## src/rtl/mux_scan_sequencer.sv

```systemverilog
// mux_scan_sequencer
//   Scans the 8:1 dataflow mux one channel at a time. After each select change
//   it waits SETTLE_CYCLES cycles, then samples mux_y into a shadow word. When
//   every channel has been captured, the word is published on data_out together
//   with a one-cycle done pulse.
//
// Ports
//   clk       in   rising-edge clock
//   rst_n     in   asynchronous active-low reset
//   start     in   scan request, honoured only while idle
//   mux_y     in   mux output for the current select
//   sel       out  mux select {s2,s1,s0}
//   busy      out  scan in progress
//   done      out  one-cycle pulse, data_out valid from this cycle
//   data_out  out  last completed scan, bit i = y sampled with sel==i
//   parity    out  XOR of data_out (only when SCAN_PARITY_EN is defined)
//
// Build option: define SCAN_PARITY_EN to add the parity port and its register.
//
// state    | meaning
// ---------+-----------------------------------------------------------
// S_IDLE   | waiting for start
// S_SETTLE | select just changed, counting down the settle time
// S_SAMPLE | capture mux_y for the current select, then advance
// S_DONE   | publish shadow word, pulse done, return select to 0

module mux_scan_sequencer #(
   parameter int SEL_W         = 3,
   parameter int NUM_CH        = 8,
   parameter int SETTLE_CYCLES = 1
) (
   input  logic              clk,
   input  logic              rst_n,
   input  logic              start,
   input  logic              mux_y,
   output logic [SEL_W-1:0]  sel,
   output logic              busy,
   output logic              done,
   output logic [NUM_CH-1:0] data_out
`ifdef SCAN_PARITY_EN
   ,
   output logic              parity
`endif
);

   typedef enum logic [1:0] {
      S_IDLE,
      S_SETTLE,
      S_SAMPLE,
      S_DONE
   } state_t;

   localparam logic [3:0]       SETTLE_INIT = 4'(SETTLE_CYCLES);
   localparam logic [SEL_W-1:0] LAST_SEL    = SEL_W'(NUM_CH - 1);
   // With no settle time a new channel goes straight to sampling.
   localparam state_t           CH_ENTRY    = (SETTLE_CYCLES == 0) ? S_SAMPLE : S_SETTLE;

   state_t            state;
   state_t            state_nxt;
   logic [3:0]        cnt;
   logic [NUM_CH-1:0] shadow;
   logic              last_ch;

   assign last_ch = (sel == LAST_SEL);

   always_ff @(posedge clk or negedge rst_n) begin
      if (!rst_n) begin
         state <= S_IDLE;
      end else begin
         state <= state_nxt;
      end
   end

   always_comb begin
      state_nxt = state;
      case (state)
         S_IDLE:   if (start) state_nxt = CH_ENTRY;
         // cnt<=1 rather than ==1 so a corrupted zero count cannot stall the scan.
         S_SETTLE: if (cnt <= 4'd1) state_nxt = S_SAMPLE;
         S_SAMPLE: state_nxt = last_ch ? S_DONE : CH_ENTRY;
         S_DONE:   state_nxt = S_IDLE;
         default:  state_nxt = S_IDLE;
      endcase
   end

   always_ff @(posedge clk or negedge rst_n) begin
      if (!rst_n) begin
         sel      <= '0;
         busy     <= 1'b0;
         done     <= 1'b0;
         data_out <= '0;
         shadow   <= '0;
         cnt      <= '0;
`ifdef SCAN_PARITY_EN
         parity   <= 1'b0;
`endif
      end else begin
         done <= 1'b0;
         case (state)
            S_IDLE: begin
               if (start) begin
                  shadow <= '0;
                  sel    <= '0;
                  cnt    <= SETTLE_INIT;
                  busy   <= 1'b1;
               end
            end
            S_SETTLE: begin
               cnt <= cnt - 4'd1;
            end
            S_SAMPLE: begin
               shadow[sel] <= mux_y;
               if (!last_ch) begin
                  sel <= sel + SEL_W'(1);
                  cnt <= SETTLE_INIT;
               end
            end
            S_DONE: begin
               // The final sample landed in shadow on the previous edge.
               data_out <= shadow;
               done     <= 1'b1;
               busy     <= 1'b0;
               sel      <= '0;
`ifdef SCAN_PARITY_EN
               parity   <= ^shadow;
`endif
            end
            default: ;
         endcase
      end
   end

endmodule

```

## config.mk

```make
export PLATFORM = sky130hd
export DESIGN_NAME = mux_scan_sequencer
export DESIGN_NICKNAME = d
export VERILOG_FILES = /design/src/rtl/mux_scan_sequencer.sv
export SDC_FILE = /design/constraint.sdc
export NUM_CORES = 1
export LEC_CHECK = 0
export ABC_AREA = 1
export CELL_PAD_IN_SITES_DETAIL_PLACEMENT = 0
export CELL_PAD_IN_SITES_GLOBAL_PLACEMENT = 1
export CORE_MARGIN = 2
export CORE_UTILIZATION = 39
export CTS_CLUSTER_SIZE = 24
export DETAILED_ROUTE_END_ITERATION = 10
export PLACE_DENSITY = 0.75
export SYNTH_ARGS = -nofsm -noshare
export SYNTH_HDL_FRONTEND = slang
export SYNTH_SLANG_ARGS = --single-unit
```

## constraint.sdc

```tcl
create_clock -name clk -period 1.69 [get_ports clk]
set_clock_uncertainty 0.1 [all_clocks]
set_input_delay 0.507 -clock clk [delete_from_list [all_inputs] [get_ports clk]]
set_output_delay 0.507 -clock clk [all_outputs]
set_load 0.01 [all_outputs]
```

# == After elaboration in Yosys (flattened, before gate mapping) ==
# Index checks and enable logic that the tools add are counted.
# classes
addsub,2
multipliers,0
div,0
n_lt_le_gt_ge,3
eq_ne,7
n_shift,0
mux,18
bitwise_logic,0
n_reduce_logical,11
# op_table
operator,n
8-bit case mux with 2 select lines,1
4-bit case mux with 3 select lines,1
3-bit case mux with 3 select lines,1
8-bit bitwise mux,1
4-bit 2-to-1 mux,2
8-bit 2-to-1 mux,1
2-bit case mux with 4 select lines,1
2-bit 2-to-1 mux,3
3-bit 2-to-1 mux,2
"2-bit inequality test, second input constant",3
2-bit AND reduction,3
3-bit AND reduction,2
3-bit nonzero test,2
"2-bit == test, second input constant",2
"4-bit by 1-bit less-or-equal comparator with 1-bit output, second input constant",1
"3-bit by 4-bit < comparator with 1-bit output, second input constant",1
2-bit nonzero test,2
"4-bit by 1-bit subtractor with 4-bit output, second input constant",1
"3-bit by 1-bit adder with 3-bit output, second input constant",1
1-bit demux with 3-bit select,1
"3-bit == test, second input constant",1
"3-bit by 1-bit greater-or-equal comparator with 1-bit output, second input constant",1
1-bit 2-to-1 mux,3
"2-bit by 1-bit == test with 1-bit output, second input constant",1
other kinds (3),3
# totals
reg_bits,27
latch_bits,0
mem_bits_rw,0
rom_bits,0
inputBits,4
output_inout_bits,13
wordCells,48
memories,0

# == Logic depth before layout (Yosys ltp) ==
# depth
depth_word,6
mapped_depth,6
ltp_nobuf,6

# == Least setup slack after synthesis ==
# Ideal clock, no wire load.
# synth_path
path_kind,register to register
start,register sel[1]
end,register sel[1]
setup_ns,0.119
arrival_time_ns,1.200
required_ns,1.471
slack_ns,0.271
path_stages_with_launch,7
n_path_buf,0
synth_period_minus_slack_ns,1.419
cell_sequence,dfrtp_1 -> ha_1 -> ha_1 -> nand3_1 -> nand3_1 -> nand2_1 -> nand2_1
# synth_between
elab_chain_len,3
elab_cells_between_ends,6
classes_between,add/sub: 1; eq/ne: 2; mux: 2; reduce/logical: 1
# synth_rtl
item,line_no,source
from (decl),36,"output logic [SEL_W-1:0] sel,"
from (signal assigned),114,sel <= sel + SEL_W'(1);
3-bit by 1-bit adder with 3-bit output or 3-bit == test (tied branches),"114, 64",
3-bit 2-to-1 mux or 2-bit inequality test (tied branches),-,
3-bit case mux with 3 select lines or 3-bit AND reduction (tied branches),-,
# Several ways; a longest one is shown, not always the timed one. The select of a mux whose other input is x is not followed.
# A chain may end at the register's enable or synchronous reset.

# == Final worst setup path ==
# layout_path
start,register data_out[2]
end,output port data_out[2]
# layout_rtl
item,line_no,source
from (decl),39,output logic [NUM_CH-1:0] data_out
from (signal assigned),120,data_out <= shadow;
# No word-level cell between the ends.

==> flow_metrics.tcl <==
set metrics [dict create \
    synth-seq-cells 27 \
    avgSynthCellArea_um2 7.67 \
    cts_buffers 3 \
    end_kind "primary output" \
    area_growth_pct 23.5 \
    crit_buf_inv 1 \
    r2r_setup_slack_ps 130 \
    powerDensity_nw_per_um2 1340 \
    worstMarginPinSlew_ps 383 \
    setup_violations 0 \
    path_clk_slew_ps 140 \
    io_buffers 16 \
    grt_max_degree 28 \
    start_util_pct 41.5 \
    hpwl_um 1840 \
    ys_types 13 \
    rows 20 \
    syn_area_um2 1290 \
    ir_drop_mv 0.460 \
    postLayoutCoreUtil_pct 51.3 \
    nets 204 \
    grt_usage_pct 15.2 \
    maxCapViolCount 0 \
    rsz0062_at_grt "false" \
    viasPerCell 4.58 \
    hold_class "register to register" \
    fmax_mhz 622 \
    dpl.cell_count 232 \
    syn-num-nets 176 \
    cts.root.buffer_cell "clkbuf_4" \
    antenna_found_initial 0 \
    grt_pass1_wl_um 4310 \
    cts_buffer_depth 2 \
    crit_arrival_ps 1000 \
    vias 1095 \
    num_antenna_cells 0 \
    layout_min_cycle_time_ps 1610 \
    cpPeakStageDelay_ps 400 \
    layout.cells.most_common "nand2_1" \
    ant_nets 0 \
    tns_ps 0 \
    relSlewSlack_pct 74.4 \
    r2r_cells 7 \
    whs_path_depth 2 \
    route.detailed.drc 0 \
    cp_top_family "flip-flops" \
    place_congestion 0.734 \
    cts_sinks 27 \
    final_cell_mix "nand2_1 (70), dfrtp_1 (27), inv_1 (20)" \
    critPathLaunchType "register" \
    die_x_um 61.5 \
    cts_tree "built" \
    syn-instance-count 168 \
    crit_fanout 2 \
    power.total_mw 2.13 \
    post_drt_wl_per_cell_um 10.3 \
    die_h_um 61.5 \
    path_class "register to primary output" \
    grt-ovfl-total 0 \
    status "finished clean" \
    worst-path-stages 1 \
    cp_cell_sequence "dlygate4sd2_1" \
    grt_pass1_vias 992 \
    nFillCells 328 \
    ys_seq_area_share_pct 52.4 \
    die_area_um2 3780 \
    min_period_over_period_pct 95.1 \
    clkLatencyLatePin_ps 310 \
    drive_above_1_share_pct 7.69 \
    ioPinCount 17 \
    drt-initial-drc-count 35 \
    worst_ep_required_time_ps 1080 \
    slowest_stage "dfrtp_1" \
    dr.pass1.iters 4 \
    fin_cells 239 \
    p_leak_nw 0.881 \
    hold_viol 0 \
    ys_warn_count 0 \
    routed_wl_um 2470 \
    htree_levels 1 \
    whs_ps 386 \
    core_area_um2 3100 \
    slew_violations 0 \
]
-- routing by layer --
metal  share of wire, %  GRT usage, %  up-vias
li1                   -             -      571
met5                  0             0        -
met1                 53          22.1      508
met2                 43          23.2       14
met4               0.61          4.56        0
met3                3.2          2.52        2
-- power by group --
group / internal, mW / switching, mW
registers: 0.835 / 0.126
clock network: 0.0921 / 0.177
logic: 0.355 / 0.543
-- state kept, by name, summed over array words and instances (netlist names) --
register,flops
data_out,8
shadow,8
cnt,4
sel,3
state,2
busy,1
done,1
-- worst register-to-register path, cell delays in order, from the launching register on --
cell and delay (ps):
dfrtp_1 430, buf_4 150, ha_1 180, ha_1 210, o21ai_1 120, nand2_1 130
nand2_1 70, o21ai_0 70
-- synth_stat cells --
master,n,area share [%]
nor2_1,16,4.7
buf_2,1,0.39
inv_1,20,5.8
clkbuf_1,1,0.29
ha_1,4,3.9
or2_2,1,0.49
nand3_1,10,3.9
nand2_1,70,20
nand4_1,3,1.5
dfrtp_1,27,52
nor2_4,1,0.87
a21oi_1,5,1.9
o21ai_0,9,3.5
-- final timing paths --
path                        startpoint          end
setup reg to reg                sel[1]       cnt[1]
min in group asynchronous        rst_n       cnt[2]
hold / removal             data_out[7]  data_out[7]
hold reg to reg            data_out[7]  data_out[7]
max in group asynchronous        rst_n    shadow[1]
setup / recovery           data_out[2]  data_out[2]
-- kinds of logic (layout without fill, tap and decap cells) --
kind of cell | count (synthesis) | in the layout | share of synthesized area [%]
adder cells (fa/ha/maj) | 4 | 4 | 3.88
AO/OA/AOI/OAI | 14 | 14 | 5.44
AND/OR/NAND/NOR | 101 | 101 | 31.7
buffers and inverters | 22 | 49 | 6.50
flip-flops | 27 | 27 | 52.4
-- repair_timing --
item                                    CTS  global route
hold buffers                              0             0
gates resized for setup                  13             3
endpoints found under the setup margin   13             4
pin swaps                                 0             1
setup buffers                             3             0
-- layout make-up --
| cell class | instances | area [µm²] | share of cell area [%] |
|---|---|---|---|
| clock buffers | 4 | 26.3 | 1.65 |
| inverters | 20 | 75.1 | 4.72 |
| multi-input cells | 119 | 534 | 33.6 |
| flip-flops and latches | 27 | 676 | 42.5 |
| well taps | 44 | 55.1 | 3.46 |
| repair buffers | 25 | 225 | 14.2 |
-- through the flow --
stage	instance area (µm²)	setup slack [ps]
6_report	1590	82.9
5_1_grt	1590	17.5
4_1_cts	1590	38.2
3_5_place_dp	1550	-45.3
3_3_place_gp	1550	3.01
2_1_floorplan	1290	271
(Power assumes the default switching activity.)
